[config.mk]
export PLATFORM = sky130hd
export DESIGN_NAME = user_input_irq
export DESIGN_NICKNAME = d
export VERILOG_FILES = /design/src/rtl/user_input_irq.sv
export SDC_FILE = /design/constraint.sdc
export NUM_CORES = 1
export LEC_CHECK = 0
export CORE_MARGIN = 2
export CORE_UTILIZATION = 44
export DETAILED_ROUTE_END_ITERATION = 16
export HOLD_SLACK_MARGIN = 0.02
export SYNTH_ARGS = -nofsm -noshare
export SYNTH_HDL_FRONTEND = slang
export SYNTH_SLANG_ARGS = --single-unit
[constraint.sdc]
create_clock -name clk -period 2.8 [get_ports clk]
set_input_delay 0.84 -clock clk [delete_from_list [all_inputs] [get_ports clk]]
set_output_delay 0.84 -clock clk [all_outputs]
set_load 0.05 [all_outputs]
[src/rtl/user_input_irq.sv]
// user_input_irq: Avalon-MM slave that synchronises and debounces the board
// keys and switches and captures qualifying edges. It raises a level
// interrupt to the HPS whenever an enabled captured edge is pending.
module user_input_irq #(
   parameter int DEBOUNCE_CYCLES = 1000000,
   parameter int NUM_KEYS        = 4,
   parameter int NUM_SWITCHES    = 5
) (
   input  logic        clk,
   input  logic        reset_n,
   input  logic [NUM_KEYS-1:0]     keys,
   input  logic [NUM_SWITCHES-1:0] switches,
   input  logic [1:0]  address,
   input  logic        read,
   input  logic        write,
   input  logic [31:0] writedata,
   output logic [31:0] readdata,
   output logic        irq
);

   localparam int NUM_IN = NUM_KEYS + NUM_SWITCHES;
   localparam int CW     = (DEBOUNCE_CYCLES > 1) ? $clog2(DEBOUNCE_CYCLES) : 1;
   localparam logic [CW-1:0] CNT_MAX = CW'(DEBOUNCE_CYCLES - 1);

   logic [NUM_IN-1:0]         w_in;
   logic [NUM_IN-1:0]         r_sync1;
   logic [NUM_IN-1:0]         r_sync2;
   logic [NUM_IN-1:0]         r_db;
   logic [NUM_IN-1:0][CW-1:0] r_cnt;
   logic [NUM_IN-1:0]         w_dbNext;
   logic [NUM_IN-1:0][CW-1:0] w_cntNext;
   logic [NUM_IN-1:0]         w_rise;
   logic [NUM_IN-1:0]         w_fall;
   logic [NUM_IN-1:0]         w_clr;
   logic [NUM_IN-1:0]         w_edgeNext;
   logic [NUM_IN-1:0]         r_mask;
   logic [NUM_IN-1:0]         r_edge;
   logic [NUM_IN-1:0]         r_edgeSel;
   logic [31:0]               w_rdMux;
   logic                      w_wrMask;
   logic                      w_wrEdge;
   logic                      w_wrEdgeSel;
   logic                      w_unused;

   // Keys are active-low on the board, so invert them to make pressed = 1.
   assign w_in = {switches, ~keys};

   // Upper write-data bits have no register behind them.
   assign w_unused = ^writedata[31:NUM_IN];

   assign w_wrMask    = write && (address == 2'd1);
   assign w_wrEdge    = write && (address == 2'd2);
   assign w_wrEdgeSel = write && (address == 2'd3);

   // Two-flop synchroniser for every asynchronous board input.
   always_ff @(posedge clk or negedge reset_n) begin
      if (!reset_n) begin
         r_sync1 <= '0;
         r_sync2 <= '0;
      end else begin
         r_sync1 <= w_in;
         r_sync2 <= r_sync1;
      end
   end

   // Per-bit debounce: count consecutive clocks the synchronised level differs
   // from the accepted level and accept it once the window has elapsed.
   always_comb begin
      w_dbNext  = r_db;
      w_cntNext = '0;
      for (int i = 0; i < NUM_IN; i++) begin
         if (r_sync2[i] != r_db[i]) begin
            if (r_cnt[i] == CNT_MAX) begin
               w_dbNext[i] = r_sync2[i];
            end else begin
               w_cntNext[i] = r_cnt[i] + CW'(1);
            end
         end
      end
   end

   // Debounced level and counters; reset discards any partial count.
   always_ff @(posedge clk or negedge reset_n) begin
      if (!reset_n) begin
         r_db  <= '0;
         r_cnt <= '0;
      end else begin
         r_db  <= w_dbNext;
         r_cnt <= w_cntNext;
      end
   end

   // Edge capture: a new set wins over a same-cycle write-one-to-clear.
   always_comb begin
      w_rise     = w_dbNext & ~r_db;
      w_fall     = ~w_dbNext & r_db;
      w_clr      = w_wrEdge ? writedata[NUM_IN-1:0] : '0;
      w_edgeNext = (r_edge & ~w_clr) | w_rise | (w_fall & r_edgeSel);
   end

   // Software-visible control and status registers.
   always_ff @(posedge clk or negedge reset_n) begin
      if (!reset_n) begin
         r_mask    <= '0;
         r_edge    <= '0;
         r_edgeSel <= '0;
      end else begin
         r_edge <= w_edgeNext;
         if (w_wrMask) begin
            r_mask <= writedata[NUM_IN-1:0];
         end
         if (w_wrEdgeSel) begin
            r_edgeSel <= writedata[NUM_IN-1:0];
         end
      end
   end

   // Read mux uses current register values, so a simultaneous write is not
   // visible until the following read.
   always_comb begin
      w_rdMux = '0;
      case (address)
         2'd0:    w_rdMux = 32'(r_db);
         2'd1:    w_rdMux = 32'(r_mask);
         2'd2:    w_rdMux = 32'(r_edge);
         default: w_rdMux = 32'(r_edgeSel);
      endcase
   end

   // Registered read data (latency 1, held between reads) and level interrupt.
   always_ff @(posedge clk or negedge reset_n) begin
      if (!reset_n) begin
         readdata <= '0;
         irq      <= 1'b0;
      end else begin
         if (read) begin
            readdata <= w_rdMux;
         end
         irq <= |(r_edge & r_mask);
      end
   end

endmodule

==> reports/summary.txt <==
========================================================================================
Clock Sink Count                                                                     244
Count of different cell masters after synthesis                                       52
Site row count                                                                        59
Post_cts resized                                                                       0
Final wirelength                                                                23000 µm
Cell Pwr Density                                                              590 nW/µm²
Area added between synthesis and finish                                            14.7%
Hold slack                                                                      0.224 ns
Clock tree root driver cell                                                 sky130_fd_sc_hd__clkbuf_16
Static leakage                                                                   5.41 nW
Startpoint type of the worst setup path                                        flip-flop
Start-to-end type of the worst setup path                                        reg2out
Post-Synthesis Cells                                                                1136
Worst stage delay on the critical path                                           0.82 ns
Crit-path slowest cell                                                      sky130_fd_sc_hd__clkdlybuf4s50_1
Gp weighted congestion                                                             0.823
Wire length of the first global-routing pass                                    40100 µm
Status                                                                      finished, final reports clean
Shortest clock period the worst path allows after layout                         2.61 ns
Avg WL per Cell                                                                  14.8 µm
Number of warnings reported in the yosys synthesis log                                 0
Maximum clock frequency                                                        0.383 GHz
Highest-count cells in the layout ignoring fill and taps                    244 x sky130_fd_sc_hd__dfrtp_1, 143 x sky130_fd_sc_hd__nor2_1, 88 x sky130_fd_sc_hd__xnor2_1
Synth Flop Type                                                             sky130_fd_sc_hd__dfrtp_1
Overall track demand over capacity in global routing                               0.168
DP Wirelength                                                                   15700 µm
Number of buffers added by the clock tree synthesis step                              27
Core outline area                                                              26200 µm²
Synth area leader                                                           sky130_fd_sc_hd__dfrtp_1
Largest delay contributor family on the critical path                       buffers and inverters
Main area contributors after synthesis                                      sky130_fd_sc_hd__dfrtp_1 52%, sky130_fd_sc_hd__xnor2_1 6.5%, sky130_fd_sc_hd__nor2_1 4.6%
Async SR Flop Fraction                                                              1.00
Drt first-iter violations                                                            445
Synth Cell Area                                                                11800 µm²
Total via count in the routed design                                                8434
Total grt overflow                                                                     0
Number of failing setup endpoints in the final timing report                           0
Portion of the clock cycle consumed by the worst path in the final layout          0.931
Placed Instance Area                                                           12600 µm²
Remaining number of nets flagged by the antenna check after routing                    0
Clock skew                                                                     0.0125 ns
Number of levels in the clock H-tree                                                   1
Worst min-delay path category                                                   in2async
Via count of the first global-routing pass                                          8228
CP cell instances                                                           clkdlybuf4s50_1
Peak supply drop                                                                0.467 mV
Mapped Avg Cell Area                                                            10.4 µm²
Total number of nets in the final design                                            1256
Measured slew at the worst slew-check pin                                       0.740 ns
Detailed-route DRC error count                                                         0
Antenna violations before repair                                                       1
Post-route cell area                                                           13500 µm²
Maximum net fanout on the critical path                                                2
Maximum number of pins on one net before global-route repair                          60
Width of the die                                                                  168 µm
Total iterations of the first detailed-routing run                                     4
Number of cells in the design after placement                                       1506
Die Area                                                                       28100 µm²
Clock tree from TritonCTS                                                           done
Buffers inserted during post-CTS setup optimization                                    0
Starting density of the core                                                       0.450
Max-capacitance violation count                                                        0
Rel. slew slack                                                                    0.507
Unrepaired setup endpoints after global routing                                       no
Final number of hold-violating endpoints                                               0
Clock transition at the registers of the reported paths                          0.06 ns
Total negative setup slack                                                          0 ns
Via density per instance                                                            5.42
Crit path arrival time                                                           1.77 ns
Combined buffer and inverter count along the critical path                             1
Boundary Pins                                                                         80
Ratio of cells with drive above 1 in the final layout                              0.108
Category of the worst setup path capture point                              primary output
Share of the synthesized area in the top cell type                                 0.518
WP data required                                                                 1.96 ns
Max-slew violation count                                                               0
Number of flops mapped to enable cells by yosys                                        0
Part of the Yosys area used for sequential elements                                0.518
Max clock buf depth                                                                    3
Die Y-Extent                                                                      168 µm
Count of hold-fix buffers inserted at cts                                              0
Post-layout instance count excluding filler cells                                   1556
Clock latency on the worst-skew pair                                             0.54 ns
Number of port buffers                                                                33
Seq cells post-synth                                                                 244
Most frequent standard cell in the layout excluding fill and tap cells      sky130_fd_sc_hd__dfrtp_1
========================================================================================
==> per-stage QoR <==
step | utilization | power, mW | worst slack (ns)
CTS | 0.516 | 8.09 | 0.157
global placement | 0.481 | 4.40 | 0.317
finish | 0.516 | 7.99 | 0.192
floorplan | - | 4.16 | 0.673
detailed placement | 0.481 | 4.41 | 0.316
global route | 0.516 | 8.30 | 0.135
==> synth_stat cells, types with 3 or more instances <==
cell / instances
sky130_fd_sc_hd__ha_1: 9
sky130_fd_sc_hd__or4b_1: 4
sky130_fd_sc_hd__xnor2_1: 88
sky130_fd_sc_hd__dfrtp_1: 244
sky130_fd_sc_hd__buf_2: 4
sky130_fd_sc_hd__nor3_1: 33
sky130_fd_sc_hd__and3_1: 18
sky130_fd_sc_hd__nand2_1: 71
sky130_fd_sc_hd__mux2_2: 38
sky130_fd_sc_hd__nand3_1: 67
sky130_fd_sc_hd__nor4b_1: 5
sky130_fd_sc_hd__or3_1: 31
sky130_fd_sc_hd__a22o_1: 8
sky130_fd_sc_hd__clkbuf_1: 11
sky130_fd_sc_hd__or4_1: 20
sky130_fd_sc_hd__buf_4: 23
sky130_fd_sc_hd__xor2_1: 36
sky130_fd_sc_hd__o21ai_1: 4
sky130_fd_sc_hd__mux4_2: 9
sky130_fd_sc_hd__and2_1: 11
sky130_fd_sc_hd__mux2i_1: 7
sky130_fd_sc_hd__inv_1: 35
sky130_fd_sc_hd__nor4bb_1: 5
sky130_fd_sc_hd__nand4_1: 38
sky130_fd_sc_hd__nor4_1: 31
sky130_fd_sc_hd__o31ai_1: 14
sky130_fd_sc_hd__a21oi_1: 47
sky130_fd_sc_hd__o31ai_2: 3
sky130_fd_sc_hd__nor2_1: 143
sky130_fd_sc_hd__nand4b_1: 6
sky130_fd_sc_hd__or2_2: 6
sky130_fd_sc_hd__o21ai_0: 33
sky130_fd_sc_hd__and4_1: 10
sky130_fd_sc_hd__buf_1: 3
==> sequential cells by signal, summed over array words and instances, names as in the netlist <==
| signal | flops |
|---|---|
| irq | 1 |
| r_cnt | 180 |
| r_edge | 9 |
| readdata | 9 |
| r_sync2 | 9 |
| r_db | 9 |
| r_edgeSel | 9 |
| r_sync1 | 9 |
| r_mask | 9 |
==> kinds of logic (layout without fill, tap and decap cells) <==
| kind of cell | Yosys count | after routing | synth area share |
|---|---|---|---|
| other cells | 1 | 24 | 0.000318 |
| buf+inv | 77 | 139 | 0.0324 |
| compound gates | 115 | 115 | 0.0603 |
| mux | 54 | 54 | 0.0594 |
| xor+xnor | 124 | 124 | 0.0921 |
| fa+ha+maj | 9 | 9 | 0.00955 |
| simple gates | 512 | 512 | 0.228 |
| flops | 244 | 244 | 0.518 |
==> routing by layer <==
layer	global-route usage	wire (µm)	vias up
met5	0	0	-
met4	0.0408	486	0
met3	0.0267	784	35
met2	0.268	10500	108
met1	0.243	11200	4149
li1	-	-	4142
==> where the power goes <==
| part | internal, mW | total (mW) | leakage [nW] | switching, mW |
|---|---|---|---|---|
| Sequential | 3.65 | 3.75 | 3.30 | 0.102 |
| Clock | 2.23 | 3.65 | 0.448 | 1.42 |
| Combinational | 0.220 | 0.581 | 1.66 | 0.362 |
==> path summary, 6_finish.rpt <==
| kind | slack [ns] | from | depth (start not counted) | endpoint |
|---|---|---|---|---|
| min in group clk | 0.34 | r_sync1[6] | 0 | r_sync2[6] |
| worst min-delay path | 0.22 | reset_n | 1 | r_cnt[115] |
| worst max register to register | 0.62 | r_cnt[20] | 5 | r_cnt[38] |
| worst min register to register | 0.34 | r_sync1[6] | 0 | r_sync2[6] |
| max in group asynchronous | 1.88 | reset_n | 2 | r_cnt[73] |
| worst max-delay path | 0.19 | readdata[7] | 1 | readdata[7] |
==> cell type report <==
| type | instances | area [µm²] |
|---|---|---|
| diodes | 1 | 2.50 |
| clock buffers | 39 | 791 |
| clock inverters | 10 | 136 |
| fillers | 2419 | 12700 |
| inverters | 35 | 131 |
| multi-input cells | 837 | 5390 |
| flip-flops and latches | 244 | 6110 |
| well taps | 335 | 419 |
| repair buffers | 55 | 551 |
Note: power is estimated with default switching activity, not from simulation.
